## src/rtl/register_file.sv

```systemverilog
// register_file
//
// Multi-ported register file with one write port and three combinational
// read ports (A, B and a debug/observation port).
//
// All state updates (reset and writes) happen on the FALLING edge of clk.
// The rising edge never touches the storage. Register 0 is hardwired to
// zero: writes to it are dropped and every read port returns 0 for it.
//
// Parameters
//   DATA_W     width of each register in bits
//   ADDR_W     address width; the file holds 2**ADDR_W registers
//
// Ports
//   clk        clock; storage updates on its falling edge
//   rst        synchronous active-high reset, sampled on the falling edge;
//              clears every register and wins over a simultaneous write
//   wr_en      write enable, sampled on the falling edge
//   wr_addr    destination register index
//   wr_data    value to write
//   rd_addr_a  read port A index      -> rd_data_a (combinational)
//   rd_addr_b  read port B index      -> rd_data_b (combinational)
//   dbg_addr   debug read index       -> dbg_data  (combinational)
module register_file #(
    parameter int DATA_W = 32,
    parameter int ADDR_W = 5
) (
    input  logic              clk,
    input  logic              rst,
    input  logic              wr_en,
    input  logic [ADDR_W-1:0] wr_addr,
    input  logic [DATA_W-1:0] wr_data,
    input  logic [ADDR_W-1:0] rd_addr_a,
    input  logic [ADDR_W-1:0] rd_addr_b,
    input  logic [ADDR_W-1:0] dbg_addr,
    output logic [DATA_W-1:0] rd_data_a,
    output logic [DATA_W-1:0] rd_data_b,
    output logic [DATA_W-1:0] dbg_data
);

    localparam int NREGS = 1 << ADDR_W;

    // Full 2**ADDR_W entries so every address value decodes to exactly one
    // slot. Entry 0 is never written outside of reset and is additionally
    // masked on the read side, so it reads zero even before the first reset.
    logic [DATA_W-1:0] regs [NREGS];

    // Falling-edge update. Reset has priority; a write presented in the same
    // edge as reset is discarded.
    always_ff @(negedge clk) begin
        if (rst) begin
            for (int i = 0; i < NREGS; i++) begin
                regs[i] <= '0;
            end
        end else if (wr_en && (wr_addr != '0)) begin
            regs[wr_addr] <= wr_data;
        end
    end

    // Combinational read ports. No write-to-read bypass: a read of the
    // address being written shows the old contents until the falling edge
    // commits the new value.
    assign rd_data_a = (rd_addr_a == '0) ? '0 : regs[rd_addr_a];
    assign rd_data_b = (rd_addr_b == '0) ? '0 : regs[rd_addr_b];
    assign dbg_data  = (dbg_addr  == '0) ? '0 : regs[dbg_addr];

endmodule

```

## config.mk

```make
export PLATFORM = sky130hd
export DESIGN_NAME = register_file
export DESIGN_NICKNAME = d
export VERILOG_FILES = /design/src/rtl/register_file.sv
export SDC_FILE = /design/constraint.sdc
export NUM_CORES = 2
export LEC_CHECK = 0
export ABC_CLOCK_PERIOD_IN_PS = 2700
export CAP_MARGIN = 10
export CORE_MARGIN = 4
export CORE_UTILIZATION = 40
export CTS_CLUSTER_SIZE = 24
export DETAILED_ROUTE_END_ITERATION = 8
export GPL_TIMING_DRIVEN = 1
export SYNTH_ARGS = -nofsm -noshare
export SYNTH_HDL_FRONTEND = slang
export SYNTH_SLANG_ARGS = --single-unit
```

## constraint.sdc

```tcl
create_clock -name clk -period 2.7 [get_ports clk]
set_input_delay 0.27 -clock clk [delete_from_list [all_inputs] [get_ports clk]]
set_output_delay 0.27 -clock clk [all_outputs]
set_load 0.01 [all_outputs]
```

Yosys cells after proc, flatten, opt, wreduce, memory -nomap -nowiden
Memories as Yosys holds them, arrays and structs flattened.
Index checks and enable logic that the tools add are counted.

word-level totals
  output and inout port bits = 96
  input port bits = 55
  memories kept = 1
  memory bits (writable) = 1,024
  register bits after elaboration = 0

operators by class
  reduce and logical (&&, ||, !) cells = 6
  mux-type cells = 11

memories
  memory  depth  bits a word  read ports  clocked after Yosys merged registers in  write ports  RTL line  RTL
  regs    32     32           3           0                                        32           46        logic [DATA_W-1:0] regs [NREGS];

operator list
  operator             count
  two-way mux 32 bit   4
  OR reduction 32 bit  1
  logical NOT 5 bit    3
  two-way mux 1 bit    6
  two-way mux 5 bit    1
  nonzero test 5 bit   1
  logical AND 1 bit    1

Depth between registers and ports, before layout
  depth in word-level cells = 7
  mapped depth = 10

==> flow_summary.ini <==
[timing]
slew_headroom_pct = 24.9
setup_ws_ns = -1.71
worstMarginPinSlew_ns = 1.12
whs_ns = 1.29
rsz0062_at_grt = yes
finalHoldViolCount = 0
finalSetupViolCount = 96
slew_violations = 0

[synthesis]
synth_async_sr_flop_share_pct = 0
synth_top_area_share_pct = 49.1
syn_inst = 4257
ys.warnings.count = 0
ys_ff_latch = 1024
synthDistinctLibCells = 44
syn_area_mm2 = 0.0626
synth_area_leader_cell = edfxtp_1
yosysMostFrequentCell = edfxtp_1
ys_seq_area_share_pct = 49.1
synth_commonest_cells = edfxtp_1, and2_1, mux4_2
avgSynthCellArea_um2 = 14.7
synth_edf_count = 1024
ys.flop_type = edfxtp_1
synth_area_leaders = edfxtp_1, mux4_2, and2_1, mux2i_1, clkbuf_1

[grt]
grt_usage_pct = 30.9
grt.overflow.total = 0
antenna_found_initial = 5
grt_max_degree = 39
grt_pass1_vias = 53235
grt_pass1_wl_mm = 361

[final_layout]
final_util_pct = 56.5
max_flop_register = regs
drive_gt1_share_pct = 40.6
top_regs = regs x1024
finalInstanceArea_mm2 = 0.0874
nFillCells = 12343
instances_no_fill = 8418
fin_nets = 6334
syn_to_final_growth_pct = 39.5
largest_reg_flops = 1024

[worst_setup_path]
crit_required_ns = 2.43
critPathKind = reg2out
crit_arrival_ns = 4.14
crit_fanout = 2
endpoint_kind = output pin
cp-start-kind = flip-flop

[power_and_ir_drop]
p_seq_share_pct = 37.1
p_leak_uw = 0.0363
p_switching_uw = 16500
vdd_drop_max_v = 0.000477
clkPwrFrac_pct = 44.7
finalPower_uw = 51600
combPwrFrac_pct = 18.2
p_sw_share_pct = 31.9
intPower_uw = 35100
powerDensity_mw_per_mm2 = 591

[route]
dr.pass1.iters = 8
vias_per_cell = 6.03
vias = 50762
dr.max_layer_used = met5
drc = 0
ant_nets = 0
m1WireLength_mm = 96.8
wire_per_inst_um = 30.5
drt_iter0_drc = 6710
wl_met3_mm = 29.8
routed_wl_mm = 257
wl_met2_mm = 120

[die]
coreArea_mm2 = 0.155
die_w_um = 404
row_count = 144
die-area_mm2 = 0.163
ios = 151
initial_core_util_pct = 40.5
die_h_um = 404

[clocking]
cts_tree = built
root_buffer = clkbuf_16
numClockSinks = 1024
numCtsBuffers = 113
hold_buffers = 0
cts_max_level = 3
clock_path_buffers = 3
path_clk_slew_ns = 0.03

[placement]
dp_hpwl_mm = 171
place_inst = 7100
place_area_mm2 = 0.0774
numPortBuffers = 150
place_congestion = 0.947

[outcome]
violations = setup timing
outcome = finished, violations left

[min_path]
hp-class = in2out

[flow_run]
max-cap-violations = 0
## cells in the final DEF (no fill, tap or decap), types with 19 or more instances in the layout
| cell | count |
|---|---|
| a2111oi_4 | 30 |
| a211oi_2 | 28 |
| a21oi_1 | 64 |
| a22o_4 | 26 |
| a22oi_1 | 105 |
| and2_1 | 1001 |
| buf_12 | 240 |
| buf_2 | 89 |
| buf_4 | 918 |
| buf_6 | 39 |
| bufinv_16 | 23 |
| clkbuf_16 | 117 |
| clkdlybuf4s50_1 | 34 |
| clkinvlp_2 | 24 |
| conb_1 | 32 |
| edfxtp_1 | 1024 |
| inv_1 | 1045 |
| mux2_2 | 52 |
| mux2i_1 | 305 |
| mux4_2 | 659 |
| nand2_1 | 24 |
| nor2_4 | 33 |
| nor2b_1 | 19 |
| nor2b_4 | 26 |
| nor3_2 | 34 |
| nor4_4 | 21 |
| o221ai_1 | 20 |
| o22ai_1 | 60 |
| o22ai_4 | 29 |
| or2_4 | 31 |
## cell families after synthesis
logic type | after synthesis | share of synthesized area, %
simple gates | 1267 | 12.3
compound gates | 435 | 5.01
buf+inv | 495 | 3.69
flops | 1024 | 49.1
other cells | 1 | 0.00599
mux | 1035 | 29.8
## final timing paths
| kind | start | endpoint | slack, ns | cells after the start |
|---|---|---|---|---|
| setup / recovery | regs[29][31] | rd_data_a[31] | -1.71 | 6 |
| hold / removal | rd_addr_a[0] | rd_data_a[30] | 1.29 | 4 |
## power by group through the flow
stage	logic [uW]	clock network, uW	registers, uW
after floorplan	4460	2240	19100
after global placement	8680	2240	19300
after detailed placement	8720	2240	19300
after CTS	9080	23300	19100
after global routing	9690	25200	19200
final	9390	23100	19100
## layer usage
metal / GRT usage, % / up-vias
met5: 0 / -
li1: - / 20954
met1: 40.1 / 25861
met2: 47.9 / 3366
met3: 9.26 / 579
met4: 14.8 / 2
## repair_timing
action	in CTS	in global routing
setup endpoints to repair	1238	146
buffers inserted	57	36
pin swaps	81	45
gates resized for setup	594	83
cloned	3	2
## worst max-delay path, cell delays in order, from the launching register on
cell      delay, ns
edfxtp_1       0.39
buf_4          0.16
mux4_2         0.45
mux4_2         0.62
o22ai_4        0.20
nor3_2         0.08
buf_2          0.15
## cell type report
cell class              instances  area (um^2)  share of cell area, %
diodes                          2         5.00                0.00573
clock buffers                 115         2880                   3.29
clock inverters              1117         4940                   5.66
inverters                       3         11.3                 0.0129
multi-input cells            2769        33000                   37.7
flip-flops and latches       1024        30700                   35.2
well taps                    2044         2560                   2.93
repair buffers               1344        13300                   15.2
## through the flow
step           worst slack, ns  setup TNS (ns)
5_1_grt                  -1.74         -149.58
3_3_place_gp             -1.54        -1607.60
2_1_floorplan           -0.418         -243.74
6_report                 -1.71         -145.03
4_1_cts                  -1.75         -147.24
3_5_place_dp             -1.60        -1616.09
No activity file was read; power rests on OpenSTA's default activity.
